===== config.mk =====
export PLATFORM = sky130hd
export DESIGN_NAME = alu_6502
export DESIGN_NICKNAME = d
export VERILOG_FILES = /design/src/rtl/alu_6502.sv
export SDC_FILE = /design/constraint.sdc
export NUM_CORES = 1
export LEC_CHECK = 0
export ABC_AREA = 1
export CAP_MARGIN = 10
export CORE_ASPECT_RATIO = 1.1
export CORE_MARGIN = 2
export CORE_UTILIZATION = 31
export CTS_CLUSTER_DIAMETER = 150
export DETAILED_ROUTE_END_ITERATION = 8
export MAX_ROUTING_LAYER = met4
export SYNTH_ARGS = -nofsm -noshare
export SYNTH_HDL_FRONTEND = slang
export SYNTH_SLANG_ARGS = --single-unit

===== constraint.sdc =====
create_clock -name clk -period 0.8 [get_ports clk]
set_input_delay 0.2 -clock clk [delete_from_list [all_inputs] [get_ports clk]]
set_output_delay 0.2 -clock clk [all_outputs]
set_load 0.01 [all_outputs]

===== src/rtl/alu_6502.sv =====
// alu_6502: registered 8-bit ALU for the 6502 core.
// Computes ADC/SBC/AND/ORA/EOR/shift-left/shift-right/CMP and a 6502-layout
// status byte (N V 1 B D I Z C), both captured on the rising clock edge.
// Build option: define ALU_BCD_EN to include packed-BCD correction for
// ADC/SBC; without it alu_BCD is ignored and flag bit 3 reads 0.
module alu_6502 (
    input  logic       clk,
    input  logic       reset,
    input  logic [2:0] alu_ctrl,
    input  logic [7:0] alu_AI,
    input  logic [7:0] alu_BI,
    input  logic       alu_carry,
    input  logic       alu_BCD,
    output logic [7:0] alu_Y,
    output logic [7:0] alu_flags
);

    localparam int DATA_W = 8;

    typedef enum logic [2:0] {
        OP_ADC = 3'b000,
        OP_SBC = 3'b001,
        OP_AND = 3'b010,
        OP_ORA = 3'b011,
        OP_EOR = 3'b100,
        OP_SHL = 3'b101,
        OP_SHR = 3'b110,
        OP_CMP = 3'b111
    } op_t;

`ifdef ALU_BCD_EN
    // Decimal add: each nibble gets +6 once it passes 9; returns {carry, Y}.
    function automatic logic [DATA_W:0] bcd_add(input logic [7:0] a,
                                                 input logic [7:0] b,
                                                 input logic       cin);
        logic [5:0] lo;
        logic [5:0] hi;
        logic       lc;
        lo = {2'b00, a[3:0]} + {2'b00, b[3:0]} + {5'b0, cin};
        if (lo > 6'd9) lo = lo + 6'd6;
        lc = (lo > 6'd15);
        hi = {2'b00, a[7:4]} + {2'b00, b[7:4]} + {5'b0, lc};
        if (hi > 6'd9) hi = hi + 6'd6;
        return {(hi > 6'd15), hi[3:0], lo[3:0]};
    endfunction

    // Decimal subtract: a nibble that borrows gets -6; returns {not-borrow, Y}.
    function automatic logic [DATA_W:0] bcd_sub(input logic [7:0] a,
                                                 input logic [7:0] b,
                                                 input logic       cin);
        logic signed [4:0] lo;
        logic signed [4:0] hi;
        logic              lb;
        logic              hb;
        lo = $signed({1'b0, a[3:0]}) - $signed({1'b0, b[3:0]}) - $signed({4'b0, ~cin});
        lb = lo[4];
        if (lb) lo = lo - 5'sd6;
        hi = $signed({1'b0, a[7:4]}) - $signed({1'b0, b[7:4]}) - $signed({4'b0, lb});
        hb = hi[4];
        if (hb) hi = hi - 5'sd6;
        return {~hb, hi[3:0], lo[3:0]};
    endfunction
`else
    logic unused_bcd;
    assign unused_bcd = alu_BCD;
`endif

    logic [DATA_W-1:0] b_op_p0;
    logic              cin_p0;
    logic [DATA_W:0]   sum_p0;
    logic              v_bin_p0;
    logic [DATA_W-1:0] y_p0;
    logic              c_p0;
    logic              v_p0;
    logic              d_p0;
    logic [DATA_W-1:0] flags_p0;

    // Shared binary adder (SBC/CMP add ~B) plus per-op result and flag select
    always_comb begin
        b_op_p0  = (op_t'(alu_ctrl) == OP_ADC) ? alu_BI : ~alu_BI;
        cin_p0   = (op_t'(alu_ctrl) == OP_CMP) ? 1'b1 : alu_carry;
        sum_p0   = {1'b0, alu_AI} + {1'b0, b_op_p0} + {{DATA_W{1'b0}}, cin_p0};
        v_bin_p0 = (alu_AI[7] == b_op_p0[7]) && (sum_p0[7] != alu_AI[7]);
        y_p0     = '0;
        c_p0     = 1'b0;
        v_p0     = 1'b0;
`ifdef ALU_BCD_EN
        d_p0     = alu_BCD;
`else
        d_p0     = 1'b0;
`endif
        case (op_t'(alu_ctrl))
            OP_ADC, OP_SBC: begin
                y_p0 = sum_p0[DATA_W-1:0];
                c_p0 = sum_p0[DATA_W];
                v_p0 = v_bin_p0;
`ifdef ALU_BCD_EN
                if (alu_BCD) begin
                    if (op_t'(alu_ctrl) == OP_ADC)
                        {c_p0, y_p0} = bcd_add(alu_AI, alu_BI, alu_carry);
                    else
                        {c_p0, y_p0} = bcd_sub(alu_AI, alu_BI, alu_carry);
                end
`endif
            end
            OP_AND: y_p0 = alu_AI & alu_BI;
            OP_ORA: y_p0 = alu_AI | alu_BI;
            OP_EOR: y_p0 = alu_AI ^ alu_BI;
            OP_SHL: begin
                y_p0 = {alu_AI[6:0], alu_carry};
                c_p0 = alu_AI[7];
            end
            OP_SHR: begin
                y_p0 = {alu_carry, alu_AI[7:1]};
                c_p0 = alu_AI[0];
            end
            OP_CMP: begin
                y_p0 = sum_p0[DATA_W-1:0];
                c_p0 = sum_p0[DATA_W];
            end
            default: y_p0 = '0;
        endcase
        flags_p0 = {y_p0[7], v_p0, 1'b1, 1'b0, d_p0, 1'b0, (y_p0 == '0), c_p0};
    end

    // ---- stage p0 -> registered outputs ----
    // Capture result and status each edge; reset forces the idle status byte
    always_ff @(posedge clk or posedge reset) begin
        if (reset) begin
            alu_Y     <= 8'h00;
            alu_flags <= 8'h20;
        end else begin
            alu_Y     <= y_p0;
            alu_flags <= flags_p0;
        end
    end

endmodule


==> flow_metrics.tcl, run 1 <==
set metrics [dict create \
    setup_viol_count_final 23 \
    cts.path.max_buffers 2 \
    drc 0 \
    io_pins 39 \
    critPathArrivalTime_ps 2130 \
    slowest_delay_ps 560 \
    start_util_pct 32.26 \
    hold_path_class "in2async" \
    fin_ws_ps -1172 \
    peakVddDrop_v 0.0004958 \
    path_max_fanout 2 \
    power_frac_seq_pct 22.0 \
    crit_type "in2reg" \
    status "finished, violations left" \
    synth-warning-count 0 \
    cp-end-kind "flop" \
    p_leak_nw 1.539 \
    cts_tree "done" \
    yosys-top-cells-count "58 x nand2_1, 51 x inv_1, 30 x nand3_1" \
    clk_pin_slew_ps 50 \
    powerDensity_nw_per_um2 1087 \
    drv_slew 0 \
    dr.first_iter.drc_count 76 \
    ant_nets 0 \
    p_comb_share_pct 60.1 \
    cts-root-buf "clkbuf_8" \
    overflow 0 \
    fillCellCount 496 \
    start_kind "input port" \
    min_period_ps 1972 \
    p_int_mw 1.875 \
    grt_pass1_vias 1820 \
    grt_max_degree 13 \
    register_area_sq_um 275.3 \
    die_x_um 72.77 \
    synth_cells 256 \
    cts.sinks 11 \
    htree_levels 1 \
    fin_tns_setup_ps -12610 \
    finalCritPeriodShare_pct 246.4 \
    grt_pass1_wl_mm 8.004 \
    cp_cell_sequence "buf_8 -> nor2_4 -> nand2_4 -> xor2_1 -> inv_1 -> fa_2 -> inv_2 -> fa_2 -> inv_2 -> nand2_1 -> nand2_1 -> nor2_1 -> nand3_1 -> nor2_2 -> nand3_1 -> nor2_1" \
    fp.coreArea_sq_um 5000 \
    p_sw_share_pct 36.57 \
    drive_above_1_share_pct 43.06 \
    synth_area_leaders "ha_1 18%, dfrtp_1 17%, nand2_1 13%" \
    drt-wirelength-per-cell_um 12.06 \
    worstPathRequired_ps 960 \
    place_congestion 0.8652 \
    max_freq_ghz 0.5072 \
    rsz0062_at_grt "true" \
    avgSynthCellArea_sq_um 6.300 \
    power_switching_mw 1.081 \
    rows 27 \
    viasPerCell 4.510 \
    synth_top_area_share_pct 17.84 \
    critPathSlowestCell "fa_2" \
    track_usage_pct 17.98 \
    num_vias 1885 \
    port_buffers 33 \
    routed_wl_mm 5.039 \
    synth_seq_area_share_pct 17.07 \
    async_reset_ff_share_pct 100.0 \
    synthMostInstantiatedCell "nand2_1" \
    multi_input_area_sq_um 1247 \
    dp_slack_ps -1845 \
    violations "setup timing" \
    dieArea_sq_um 5796 \
    yosysTopAreaCell "ha_1" \
    hold_violations 0 \
    synth_cell_types 24 \
    antennaDiodeCount 0 \
    clkPwrFrac_pct 17.9 \
    placedCellCount 406 \
    synth_flop_cell "dfrtp_1" \
    synth_edf_count 0 \
    power.total_mw 2.956 \
    synthesis.area_sq_um 1613 \
    finalNonFillerCells 418 \
    dp_hpwl_mm 3.938 \
    cts_hold_buffers 0 \
    cts_buffers 3 \
    utilization_pct 54.38 \
    drv_cap 0 \
    die_h_um 79.65 \
    synth-seq-cells 11 \
    syn_to_final_growth_pct 68.58 \
    drt_first_pass_iters 4 \
    nets 409 \
    antenna_found_initial 0 \
]
[through the flow]
| step | area (sq um) | hold WS (ps) |
|---|---|---|
| 2_1_floorplan | 1660 | 52.44 |
| 3_3_place_gp | 2499 | 516.8 |
| 3_5_place_dp | 2499 | 507.9 |
| 4_1_cts | 2620 | 276.2 |
| 5_1_grt | 2719 | 287.4 |
| 6_report | 2719 | 279.2 |
[critical path: cells and delay by family]
family | cells | cell delay, ps
adders and majority gates | 2 | 770
and+or+nand+nor | 9 | 770
xor gates and xnor gates | 1 | 140
buffers and inverters | 4 | 240
[worst paths after layout]
| check | slack, ps | to | start |
|---|---|---|---|
| max in group asynchronous | 420 | alu_Y[4]$_DFF_PP0_ | reset |
| hold / removal | 280 | alu_flags[1]$_DFF_PP0_ | reset |
| min in group clk | 570 | alu_flags[0]$_DFF_PP0_ | alu_AI[0] |
| setup / recovery | -1170 | alu_flags[1]$_DFF_PP0_ | alu_ctrl[0] |
[sequential cells by signal, summed over array words and instances, names as in the netlist]
register / flops
alu_Y: 7
alu_flags: 4
[power groups by stage]
stage	Combinational (mW)	Clock, mW	Sequential, mW
after floorplan	0.728	0	0.708
after global placement	1.54	0	0.662
after detailed placement	1.56	0	0.666
after CTS	1.62	0.541	0.653
after global routing	1.96	0.567	0.656
final	1.78	0.528	0.651
[final cells by class]
class,instances,share of cell area (%)
clock buffers,4,1.657
repair buffers,107,31.94
flip-flops and latches,11,10.12
multi-input cells,182,45.88
inverters,56,7.731
well taps,58,2.669
[cell usage in the layout (no fill, tap or decap), types with 5 or more instances in the layout]
master	synthesis	layout
dlygate4sd2_1	0	6
inv_2	5	19
nand3_2	0	7
or2_2	5	5
nand3_1	30	23
a21oi_1	8	6
nand2_1	58	44
buf_2	1	13
xor2_1	8	7
dfrtp_1	11	11
buf_4	7	66
nor2_1	21	19
clkdlybuf4s50_1	0	11
ha_1	23	19
nand2_2	4	16
inv_1	51	37
nand4_1	6	6
buf_6	1	7
[what timing repair did]
action | in CTS | in global routing
pin swaps | 28 | 15
setup buffers | 4 | 7
resized for setup | 105 | 22
cloned | 0 | 0
endpoints found under the setup margin | 23 | 23
[routing by layer]
metal | vias up | GRT usage [%] | routed length [um]
met5 | - | - | 0
met3 | 2 | 0.6313 | 154
met1 | 853 | 20.08 | 2152
li1 | 986 | - | -
met2 | 44 | 33.82 | 2707
met4 | 0 | 6.111 | 24
[cells by family (layout without fill, tap and decap cells)]
logic type | Yosys count | count (layout) | share of synthesized area, %
buf+inv | 65 | 167 | 17.30
other cells | 2 | 4 | 0.4657
xor+xnor | 8 | 8 | 4.345
flops | 11 | 11 | 17.07
simple gates | 130 | 130 | 35.69
compound gates | 15 | 15 | 4.810
fa+ha+maj | 25 | 25 | 20.33
Note: power is estimated with default switching activity, not from simulation.
==> run 2: changes to the inputs <==
- CTS_CLUSTER_SIZE: default -> 24
==> results of run 2 <==
No change in the layout: final DEF, timing and power equal those of run 1.
